## src/rtl/boot_pkg.sv

```systemverilog
// Shared types and constants for the instruction-memory boot loader.
// BOOT_CHECKSUM_EN adds the CHK state for a trailing XOR checksum byte.
package boot_pkg;

    localparam int BOOT_HDR_BYTES  = 4;
    localparam int BOOT_WORD_BYTES = 4;

`ifdef BOOT_CHECKSUM_EN
    typedef enum logic [2:0] {
        ST_IDLE,
        ST_HDR,
        ST_LOAD,
        ST_CHK,
        ST_DONE,
        ST_ERR
    } boot_state_e;
`else
    typedef enum logic [2:0] {
        ST_IDLE,
        ST_HDR,
        ST_LOAD,
        ST_DONE,
        ST_ERR
    } boot_state_e;
`endif

endpackage

```

## src/rtl/boot_word_packer.sv

```systemverilog
// Little-endian byte-to-word assembler with a one-cycle word_valid pulse.
// Shows the would-be word combinationally so the header can be decoded early.
module boot_word_packer
    import boot_pkg::*;
(
    input  logic        clk_i,
    input  logic        rst_i,
    input  logic        clr_i,
    input  logic        xfer_i,
    input  logic        emit_i,
    input  logic [7:0]  byte_i,
    output logic        last_o,
    output logic [31:0] next_word_o,
    output logic [31:0] word_o,
    output logic        word_valid_o
);

    logic [1:0]  r_cnt;
    logic [23:0] r_buf;
    logic [31:0] r_word;
    logic        r_valid;

    assign last_o       = (r_cnt == 2'(BOOT_WORD_BYTES - 1));
    assign next_word_o  = {byte_i, r_buf};
    assign word_o       = r_word;
    assign word_valid_o = r_valid;

    always_ff @(posedge clk_i) begin
        if (rst_i || clr_i) begin
            r_cnt   <= '0;
            r_buf   <= '0;
            r_word  <= '0;
            r_valid <= 1'b0;
        end else begin
            r_valid <= 1'b0;
            if (xfer_i) begin
                r_cnt <= r_cnt + 2'd1;
                unique case (r_cnt)
                    2'd0:    r_buf[7:0]   <= byte_i;
                    2'd1:    r_buf[15:8]  <= byte_i;
                    2'd2:    r_buf[23:16] <= byte_i;
                    default: begin
                        // Header words are decoded elsewhere and never emitted
                        if (emit_i) begin
                            r_word  <= next_word_o;
                            r_valid <= 1'b1;
                        end
                    end
                endcase
            end
        end
    end

endmodule

```

## src/rtl/imem_boot_loader.sv

```systemverilog
// Boot loader FSM: header word count, payload words into IMEM, CPU release.
// BOOT_CHECKSUM_EN enables the trailing XOR checksum check (CHK state).
module imem_boot_loader
    import boot_pkg::*;
#(
    parameter int IMEM_DEPTH = 256,
    parameter int ADDR_W     = 32
) (
    input  logic              clk_i,
    input  logic              rst_i,
    input  logic              start_i,
    input  logic [7:0]        byte_i,
    input  logic              byte_valid_i,
    output logic              byte_ready_o,
    output logic              imem_we_o,
    output logic [ADDR_W-1:0] imem_addr_o,
    output logic [31:0]       imem_data_o,
    output logic              cpu_nrst_o,
    output logic              busy_o,
    output logic              done_o,
    output logic              err_o
);

    localparam int CNT_W = $clog2(IMEM_DEPTH + 1);

    boot_state_e r_state;
    boot_state_e w_next;

    logic [CNT_W-1:0] r_n;
    logic [CNT_W-1:0] r_wcnt;

    logic        w_busy;
    logic        w_we;
    logic        w_xfer;
    logic        w_start;
    logic        w_hdr_done;
    logic        w_last_word;
    logic        w_last;
    logic [31:0] w_hdr;
    logic [31:0] w_word;
    logic        w_word_valid;
    boot_state_e w_fin;

`ifdef BOOT_CHECKSUM_EN
    logic [7:0] r_csum;

    assign w_fin  = ST_CHK;
    assign w_busy = (r_state == ST_HDR) || (r_state == ST_LOAD) ||
                    (r_state == ST_CHK);
`else
    assign w_fin  = ST_DONE;
    assign w_busy = (r_state == ST_HDR) || (r_state == ST_LOAD);
`endif

    assign w_we = (r_state == ST_LOAD) && w_word_valid &&
                  (r_wcnt < CNT_W'(IMEM_DEPTH));
    assign byte_ready_o = w_busy && !w_we;
    assign w_xfer       = byte_valid_i && byte_ready_o;
    assign w_start      = start_i && ((r_state == ST_IDLE) ||
                          (r_state == ST_DONE) || (r_state == ST_ERR));
    assign w_hdr_done   = (r_state == ST_HDR) && w_xfer && w_last;
    assign w_last_word  = (r_wcnt == (r_n - CNT_W'(1)));

    assign imem_we_o   = w_we;
    assign imem_addr_o = w_we ? ADDR_W'({r_wcnt, 2'b00}) : '0;
    assign imem_data_o = w_we ? w_word : '0;
    assign cpu_nrst_o  = (r_state == ST_DONE);
    assign busy_o      = w_busy;
    assign done_o      = (r_state == ST_DONE);
    assign err_o       = (r_state == ST_ERR);

    boot_word_packer u_packer (
        .clk_i        (clk_i),
        .rst_i        (rst_i),
        .clr_i        (w_start),
        .xfer_i       (w_xfer),
        .emit_i       (r_state == ST_LOAD),
        .byte_i       (byte_i),
        .last_o       (w_last),
        .next_word_o  (w_hdr),
        .word_o       (w_word),
        .word_valid_o (w_word_valid)
    );

    always_ff @(posedge clk_i) begin
        if (rst_i) begin
            r_state <= ST_IDLE;
        end else begin
            r_state <= w_next;
        end
    end

    always_comb begin
        w_next = r_state;
        unique case (r_state)
            ST_IDLE, ST_DONE, ST_ERR: begin
                if (start_i) begin
                    w_next = ST_HDR;
                end
            end
            ST_HDR: begin
                if (w_hdr_done) begin
                    if (w_hdr == 32'd0) begin
                        w_next = w_fin;
                    end else if (w_hdr > 32'(IMEM_DEPTH)) begin
                        w_next = ST_ERR;
                    end else begin
                        w_next = ST_LOAD;
                    end
                end
            end
            ST_LOAD: begin
                if (w_we && w_last_word) begin
                    w_next = w_fin;
                end
            end
`ifdef BOOT_CHECKSUM_EN
            ST_CHK: begin
                if (w_xfer) begin
                    w_next = (byte_i == r_csum) ? ST_DONE : ST_ERR;
                end
            end
`endif
            default: w_next = ST_IDLE;
        endcase
    end

    always_ff @(posedge clk_i) begin
        if (rst_i || w_start) begin
            r_n    <= '0;
            r_wcnt <= '0;
        end else begin
            if (w_hdr_done) begin
                r_n <= w_hdr[CNT_W-1:0];
            end
            if (w_we) begin
                r_wcnt <= r_wcnt + CNT_W'(1);
            end
        end
    end

`ifdef BOOT_CHECKSUM_EN
    // Only payload bytes feed the checksum; header and the check byte do not
    always_ff @(posedge clk_i) begin
        if (rst_i || w_start) begin
            r_csum <= '0;
        end else if (w_xfer && (r_state == ST_LOAD)) begin
            r_csum <= r_csum ^ byte_i;
        end
    end
`endif

endmodule
```

## config.mk

```make
export PLATFORM = sky130hd
export DESIGN_NAME = imem_boot_loader
export DESIGN_NICKNAME = d
export VERILOG_FILES = /design/src/rtl/boot_pkg.sv /design/src/rtl/boot_word_packer.sv /design/src/rtl/imem_boot_loader.sv
export SDC_FILE = /design/constraint.sdc
export NUM_CORES = 1
export LEC_CHECK = 0
export CAP_MARGIN = 20
export CORE_MARGIN = 10
export CORE_UTILIZATION = 53
export CTS_BUF_LIST = sky130_fd_sc_hd__clkbuf_4
export DETAILED_ROUTE_END_ITERATION = 7
export PLACE_DENSITY = 0.82
export SLEW_MARGIN = 40
export SYNTH_ARGS = -nofsm -noshare
export SYNTH_HDL_FRONTEND = slang
export SYNTH_SLANG_ARGS = --single-unit
```

## constraint.sdc

```tcl
create_clock -name clk_i -period 2.7 [get_ports clk_i]
set_clock_uncertainty 0.15 [all_clocks]
set_input_delay 0.54 -clock clk_i [delete_from_list [all_inputs] [get_ports clk_i]]
set_output_delay 0.54 -clock clk_i [all_outputs]
set_load 0.02 [all_outputs]
```

==> flow_summary.yaml, run 1 <==
setup_path:
  reg2reg_depth: 6
  endpoint_kind: "output pin"
  cp-start-kind: "register"
  crit_type: "reg2out"
  worstReg2RegEnd: "r_state[0]"
  cpPeakStageDelay_ns: 0.62
  cp_max_fo: 8
  rr_startpoint: "r_n[2]"
  slowest_stage: "clkdlybuf4s50_1"
  crit_start: "r_state[1]"
  crit_arrival_ns: 1.90
  path_cells: "nor2b_1 -> and2_1 -> clkdlybuf4s50_1"
  worstPathRequired_ns: 2.01
  rrSetupSlack_ns: 0.31
  crit_path_end: "cpu_nrst_o"
cells_and_area:
  synthToLayoutAreaGrowth_pct: 16.32
  fin_nets: 533
  n_antenna_cell: 0
  drive_above_1_share: 0.07308
grt:
  grt_pass1_vias: 3343
  grt_max_degree: 49
  grt_pass1_wl_microns: 16240
  antenna_found_initial: 0
  gr-total-overflow: 0
  grt_use_total: 0.1727
power:
  p_sw_frac: 0.3103
  clock_power_share: 0.268
  p_comb_frac: 0.160
  irDropWorstVdd_uv: 330.2
  p_int_w: 0.001493
  leakagePower_nw: 2.326
  power_density_mw_per_mm2: 472.1
  seqPwrFrac: 0.572
  switchingPower_w: 0.0006717
clock_network:
  clock_tree.root_cell: "clkbuf_4"
  post_cts_buffers: 0
  cts_max_path_buffers: 2
  postCtsHoldBufs: 0
  cts_buffers: 9
  clock_sink_count: 80
  htreeDepth: 3
  clk_latency_ns: 0.43
  cts_tree: "yes"
  path_clk_slew_ns: 0.12
detailed_routing:
  vias: 3404
  drc: 0
  antenna_left: 0
  met2_length_microns: 4696
  dr.pass1.iters: 4
  routedWlPerCell_microns: 15.79
  routed.top_layer: "met4"
  first_iter_violations: 226
  avgViaCountPerCell: 5.499
  routed_wl_microns: 9772
  met1_length_microns: 4025
  wl_met3_microns: 833
synthesis:
  yosysUniqueCellTypes: 42
  synth_top_family_by_area: "simple AND/OR/NAND/NOR gates"
  synthFlopType: "dfxtp_1"
  syn_inst: 466
  syn_avg_cell_area_sq_um: 8.458
  synth_area_sq_mm: 0.003941
  synth_compound_area_frac: 0.06952
  async_flop_share: 0
  yosys_warnings: 0
  synth_fa_ha_area_frac: 0.01905
  synth.mux.area_fraction: 0.1092
  synth-seq-cells: 80
  synth-edff-count: 0
  synthXorXnorAreaFrac: 0.03778
  synth-seq-area-share: 0.4063
  synthSimpleGateAreaFrac: 0.2654
floorplanning:
  die_area_sq_mm: 0.01129
  core_sq_mm: 0.007253
  die_h_microns: 106.2
  rows: 31
  io_pins: 82
  die_w_microns: 106.2
  start_util: 0.5434
sta:
  hold_viol: 0
  tightest_slew_ns: 0.6437
  setup_slack_ns: 0.1090
  slew_violations: 0
  setup_viol: 0
  fin_crit_sh: 0.9596
  relSlewSlack: 0.5696
  rsz0062_at_grt: "false"
  fmax_mhz: 386.0
  min_period_ns: 2.591
  fin_tns_setup_ns: 0
placed_design:
  hpwlAfterDp_microns: 7058
  dp_slack_ns: 0.2736
  portBuffers: 57
  gp_congestion: 0.8365
flow_run:
  drv_cap: 0
hold_path:
  hp-start: "u_packer.r_buf[21]"
  hp-class: "reg2reg"
run_status:
  status: "finished clean"
-- power by group through the flow --
| stage | clock network (W) | registers [W] | logic (W) |
|---|---|---|---|
| 2_1_floorplan | 0 | 0.00125 | 0.000274 |
| 3_3_place_gp | 0 | 0.00126 | 0.000339 |
| 3_5_place_dp | 0 | 0.00126 | 0.000345 |
| 4_1_cts | 0.000591 | 0.00124 | 0.000342 |
| 5_1_grt | 0.000643 | 0.00124 | 0.000376 |
| 6_report | 0.000580 | 0.00124 | 0.000347 |
-- critical path: cells and delay by family (launching register included) --
family / cells / cell delay, ns
flip-flops: 1 / 0.40
AND/OR/NAND/NOR: 2 / 0.46
buffers and inverters: 1 / 0.62
-- metal layers --
layer,GRT usage,vias to the layer above
li1,-,1649
met1,0.1989,1607
met2,0.2840,127
met3,0.05556,21
met4,0.08317,0
met5,0,-
-- placed cells by master, fill, tap and decap left out, types with 10 or more instances in the layout --
| cell | Yosys | routed |
|---|---|---|
| dfxtp_1 | 80 | 77 |
| nor2_1 | 63 | 63 |
| mux2i_1 | 43 | 43 |
| dlygate4sd2_1 | 0 | 42 |
| and3_1 | 40 | 40 |
| nand2_1 | 36 | 35 |
| nand3_1 | 32 | 31 |
| a21oi_1 | 28 | 28 |
| conb_1 | 1 | 24 |
| clkdlybuf4s50_1 | 0 | 14 |
| buf_4 | 28 | 14 |
| xor2_1 | 10 | 10 |
-- layout make-up --
class	count	area, sq um
repair buffers	72	645.6
fillers	645	2669
flip-flops and latches	80	1605
well taps	99	123.9
multi-input cells	344	2074
inverters	8	30.03
clock inverters	7	37.54
clock buffers	9	67.56
-- cell usage after synthesis (2+ instances only) --
cell	n	share of area
a2111oi_0	2	0.0044
inv_1	8	0.0076
or3_1	2	0.0032
clkbuf_1	22	0.021
nor4_1	8	0.013
nand2b_1	2	0.0032
ha_1	6	0.019
o21ai_0	3	0.0038
buf_1	2	0.0019
and3_1	40	0.063
a211oi_1	3	0.0057
a21oi_1	28	0.036
buf_2	4	0.0051
nor2_1	63	0.060
and2_1	3	0.0048
xnor2_1	7	0.016
o21ai_1	2	0.0025
nand3_1	32	0.041
and3b_1	2	0.0044
nor2b_1	4	0.0063
nand4_1	5	0.0079
mux2i_1	43	0.11
dfxtp_1	80	0.41
buf_4	28	0.053
nor3_1	6	0.0076
xor2_1	10	0.022
nand2_1	36	0.034
-- timing repair --
action,in CTS,in global routing
endpoints found under the setup margin,42,2
gates cloned,0,0
gates resized for setup,45,1
-- how the worst min path moves through the flow --
stage / end / depth (start not counted)
after detailed placement: u_packer.r_buf[10] / 2
final: u_packer.r_buf[21] / 2
after CTS: u_packer.r_buf[10] / 2
after global routing: u_packer.r_buf[19] / 2
after global placement: u_packer.r_buf[11] / 2
after floorplan: r_wcnt[8] / 2
-- state kept, by name, summed over array words and instances (netlist names) --
| register | count |
|---|---|
| r_wcnt | 9 |
| u_packer.word_valid_o | 1 |
| u_packer.word_o | 32 |
| r_state | 3 |
| r_n | 9 |
| u_packer.r_cnt | 2 |
| u_packer.r_buf | 24 |
-- through the flow --
stage / instance area, sq um / util / cells / power [W] / hold WS (ns)
floorplan: 4028 / - / 489 / 0.001519 / 0.2909
CTS: 4582 / 0.6317 / 619 / 0.002169 / 0.3412
detailed placement: 4526 / 0.6239 / 603 / 0.001606 / 0.3220
global placement: 4526 / 0.6239 / 603 / 0.001597 / 0.3133
global route: 4584 / 0.6321 / 619 / 0.002259 / 0.3648
finish: 4584 / 0.6321 / 619 / 0.002164 / 0.3416
-- cells by family after synthesis --
logic type | Yosys count
XOR/XNOR | 17
adder cells (fa/ha/maj) | 6
multiplexers | 43
buffers and inverters | 65
AND/OR/NAND/NOR | 208
flip-flops | 80
AO/OA/AOI/OAI | 46
other | 1
No activity file was read; power rests on OpenSTA's default activity.
==> inputs of run 2 (changes only) <==
==> constraint.sdc (replaced) <==
create_clock -name clk_i -period 2.7 [get_ports clk_i]
set_clock_uncertainty 0.15 [all_clocks]
set_input_delay 0.54 -clock clk_i [delete_from_list [all_inputs] [get_ports clk_i]]
set_output_delay 0.54 -clock clk_i [all_outputs]
set_load 0.005 [all_outputs]
==> flow_summary.yaml, run 2 (synthesis results as in run 1) <==
run_status:
  status: "finished clean"
setup_path:
  worstPathRequired_ns: 2.01
  cp_max_fo: 8
  cp-start-kind: "register"
  crit_type: "reg2out"
  endpoint_kind: "output pin"
  crit_arrival_ns: 1.95
power:
  power_w: 0.002181
  switchingPower_w: 0.0006584
  p_int_w: 0.001523
  p_comb_frac: 0.155
  seqPwrFrac: 0.565
  irDropWorstVdd_uv: 276.5
  leakagePower_nw: 2.715
  power_density_mw_per_mm2: 452.1
  clock_power_share: 0.280
  p_sw_frac: 0.3019
detailed_routing:
  routedWlPerCell_microns: 16.67
  vias: 3469
  drc: 0
  antenna_left: 0
  dr.pass1.iters: 5
  first_iter_violations: 245
  avgViaCountPerCell: 5.524
  routed_wl_microns: 10470
clock_network:
  cts_max_path_buffers: 2
  clock_tree.root_cell: "clkbuf_4"
  clock_sink_count: 80
  cts_tree: "yes"
  path_clk_slew_ns: 0.13
  clk_latency_ns: 0.43
  cts_buffers: 9
  htreeDepth: 3
grt:
  grt_pass1_wl_microns: 17030
  grt_use_total: 0.1831
  grt_pass1_vias: 3387
  grt_max_degree: 69
  gr-total-overflow: 0
  antenna_found_initial: 0
hold_path:
  hp-class: "reg2reg"
floorplanning:
  die_area_sq_mm: 0.01129
  die_h_microns: 106.2
  rows: 31
  core_sq_mm: 0.007253
  start_util: 0.5434
  io_pins: 82
  die_w_microns: 106.2
sta:
  rsz0062_at_grt: "false"
  slew_violations: 0
  setup_viol: 0
  hold_viol: 0
  fmax_mhz: 378.8
  fin_hold_ws_ns: 0.3363
  relSlewSlack: 0.6003
  fin_crit_sh: 0.9778
  min_period_ns: 2.640
  fin_tns_setup_ns: 0
  tightest_slew_ns: 0.5845
cells_and_area:
  fin_nets: 542
  fin_cells: 628
  final_cell_mix: "77 x dfxtp_1, 63 x nor2_1, 43 x mux2i_1"
  drive_above_1_share: 0.09452
  layout_commonest_cell: "dfxtp_1"
  largest_reg_flops: 32
  synthToLayoutAreaGrowth_pct: 22.41
  n_antenna_cell: 0
placed_design:
  portBuffers: 57
  place_inst: 603
  gp_congestion: 0.8633
  hpwlAfterDp_microns: 7056
flow_run:
  drv_cap: 0
==> run 2: changes by cell type in the layout (fill, tap and decap cells not counted), sizes merged, moves of 9 or more <==
cell / delta
dlymetal6s2s: +28
clkdlybuf4s50: +11
dlygate4sd2: -39
buf: +9
==> run 2: metrics by stage <==
stage / worst slack (ns) / cell area, sq um / util
finish: 0.05988 / 4825 / 0.6652
global route: 0.01490 / 4825 / 0.6652
CTS: 0.006165 / 4746 / 0.6543
detailed placement: 0.2501 / 4538 / 0.6257
global placement: 0.3576 / 4538 / 0.6257
floorplan: 0.4814 / 4028 / -
==> run 2: critical path, stage by stage (launching register included) <==
cell	delay, ns
dfxtp_4	0.37
buf_4	0.16
nor2b_1	0.21
and2_1	0.25
clkdlybuf4s50_1	0.53
==> run 2: layout make-up <==
class	instances	area, sq um
Clock buffer	10	75.07
Clock inverter	6	36.28
Fill cell	610	2429
Inverter	8	30.03
Multi-Input combinational cell	344	2087
Sequential cell	80	1613
Tap cell	99	123.9
Timing Repair Buffer	81	859.6
==> run 2: final timing paths <==
path	start	to	slack [ns]	depth (start not counted)
max	r_state[2]	cpu_nrst_o	0.06	4
min	u_packer.r_buf[14]	u_packer.r_buf[14]	0.34	2
max reg2reg	r_n[1]	r_state[0]	0.23	8
min reg2reg	u_packer.r_buf[14]	u_packer.r_buf[14]	0.34	2
==> run 2: what timing repair did <==
| item | 4_1_cts | 5_1_grt |
|---|---|---|
| pin swaps | 1 | 0 |
| setup buffers | 6 | 3 |
| gates cloned | 1 | 0 |
| resized for setup | 14 | 32 |
| setup endpoints to repair | 42 | 39 |
| hold buffers | 0 | 0 |
==> run 2: power groups by stage <==
stage	Combinational [W]	Clock (W)	Sequential [W]
finish	0.000338	0.000611	0.00123
global route	0.000373	0.000668	0.00123
CTS	0.000333	0.000623	0.00123
detailed placement	0.000310	0	0.00126
global placement	0.000304	0	0.00126
floorplan	0.000233	0	0.00125
==> run 2: routing by layer <==
layer  global-route usage  part of all wire  up-vias
li1                     -                 -     1671
met1               0.2204              0.43     1652
met2               0.3052              0.49      127
met3              0.05254             0.066       19
met4              0.06383             0.018        0
met5                    0                 0        -
==> inputs of run 3 (changes only) <==
--- a/config.mk
+++ b/config.mk
@@ -10,6 +10,7 @@
 export CORE_UTILIZATION = 53
 export CTS_BUF_LIST = sky130_fd_sc_hd__clkbuf_4
 export DETAILED_ROUTE_END_ITERATION = 7
+export GPL_TIMING_DRIVEN = 0
 export PLACE_DENSITY = 0.82
 export SLEW_MARGIN = 40
 export SYNTH_ARGS = -nofsm -noshare
==> flow_summary.yaml, run 3 (synthesis results as in run 1) <==
grt:
  gr-total-overflow: 0
  antenna_found_initial: 0
  grt_max_degree: 14
  grt_use_met3: 0.05556
  busiest_layer: "met2"
  grt_pass1_wl_microns: 17440
  met2_usage: 0.3087
  grt_pass1_vias: 3507
  grt_use_total: 0.1863
  met1_usage: 0.2258
cells_and_area:
  final_cell_mix: "76 x dfxtp_1, 63 x nor2_1, 43 x mux2i_1"
  utilization: 0.6928
  fill_cells: 565
  multi_input_area_sq_mm: 0.002086
  n_antenna_cell: 0
  synthToLayoutAreaGrowth_pct: 27.49
  fin_nets: 585
  drive_above_1_share: 0.1384
  largest_reg_flops: 32
  layout_commonest_cell: "dfxtp_1"
  seq_area_sq_mm: 0.001614
sta:
  tightest_slew_ns: 0.5597
  fin_crit_sh: 0.9837
  fmax_mhz: 376.5
  setup_viol: 0
  hold_viol: 0
  slew_violations: 0
  relSlewSlack: 0.6268
  min_period_ns: 2.656
detailed_routing:
  routed_wl_microns: 10720
  drc: 0
  first_iter_violations: 341
  antenna_left: 0
  routedWlPerCell_microns: 16.00
  vias: 3602
  avgViaCountPerCell: 5.376
  dr.pass1.iters: 6
floorplanning:
  start_util: 0.5434
  io_pins: 82
  die_h_microns: 106.2
  core_sq_mm: 0.007253
  die_w_microns: 106.2
  rows: 31
  die_area_sq_mm: 0.01129
placed_design:
  portBuffers: 57
  gp_congestion: 0.8567
  hpwlAfterDp_microns: 7708
power:
  irDropWorstVdd_uv: 385.8
  power_w: 0.002401
  leakagePower_nw: 2.541
  power_density_mw_per_mm2: 477.9
clock_network:
  cts_tree: "yes"
  htreeDepth: 3
  clock_tree.root_cell: "clkbuf_4"
  clock_sink_count: 80
  cts_max_path_buffers: 2
  cts_buffers: 9
  path_clk_slew_ns: 0.13
  clk_latency_ns: 0.44
setup_path:
  crit_family: "buffers and inverters"
  cp_max_fo: 5
  cpPeakStageDelay_ns: 0.51
  worstPathRequired_ns: 2.01
  crit_start: "r_state[0]"
  rr_startpoint: "r_n[2]"
  crit_type: "reg2out"
  path_buf_inv: 2
  cp-start-kind: "register"
  path_cells: "nor3b_4 -> buf_6 -> and3_4 -> clkdlybuf4s50_1"
  slowest_stage: "clkdlybuf4s50_1"
  endpoint_kind: "output pin"
  crit_arrival_ns: 1.97
run_status:
  status: "finished clean"
hold_path:
  hp-start: "u_packer.r_buf[14]"
  hp-class: "reg2reg"
flow_run:
  drv_cap: 0
-- run 3: cell count changes in the layout (fill, tap and decap cells not counted), sizes merged --
cell | before | now
dlymetal6s2s | 29 | 3
buf | 24 | 49
bufinv | 0 | 2
dlygate4sd2 | 3 | 29
clkinvlp | 2 | 1
clkinv | 4 | 3
clkbuf | 10 | 27
-- run 3: area by class of cell --
class / instances / area share
sequential: 80 / 0.3212
tap: 99 / 0.02465
inverter: 8 / 0.005976
clock buffer: 9 / 0.01345
timing repair buffer: 70 / 0.1280
buffer: 54 / 0.07470
clock inverter: 6 / 0.01693
multi-input combinational: 344 / 0.4151
-- run 3: path summary, 6_finish.rpt --
path	slack, ns	to	depth (start not counted)
max	0.04	imem_addr_o[4]	4
min reg2reg	0.33	u_packer.r_buf[14]	2
max reg2reg	0.27	r_state[0]	7
min	0.33	u_packer.r_buf[14]	2
-- run 3: stage by stage --
| step | cell area, sq um | TNS [ns] | hold WS [ns] | cells | setup slack (ns) |
|---|---|---|---|---|---|
| finish | 5025 | 0 | 0.3318 | 670 | 0.04414 |
| global placement | 4722 | -2.868 | 0.3138 | 645 | -0.2435 |
| floorplan | 4028 | 0 | 0.2909 | 489 | 0.4814 |
| CTS | 4961 | -0.02746 | 0.3343 | 666 | -0.02746 |
| detailed placement | 4722 | -3.300 | 0.3151 | 645 | -0.3105 |
| global route | 5025 | -0.001265 | 0.3627 | 670 | -0.001265 |
-- run 3: per-layer routing --
layer / share of wire / vias to the layer above
li1: - / 1753
met1: 0.40 / 1650
met2: 0.49 / 184
met3: 0.10 / 15
met4: 0.013 / 0
met5: 0 / -
-- run 3: tightest hold or removal path, stage by stage (launching register included) --
cell	delay, ns
dfxtp_1	0.34
nand2_1	0.06
a21oi_1	0.05
-- run 3: repair_timing --
action | 4_1_cts | 5_1_grt
pin swaps | 1 | 1
resized for setup | 56 | 11
buffers inserted | 7 | 6
hold buffers | 0 | 0
endpoints found under the setup margin | 43 | 14
-- run 3: report_power, final --
part	total, W	switching [W]	internal, W	leakage (nW)
clock network	0.000782	0.000415	0.000367	0.0794
logic	0.000390	0.000238	0.000152	1.81
registers	0.00123	0.0000249	0.00120	0.647
total	0.00240	0.000678	0.00172	2.54
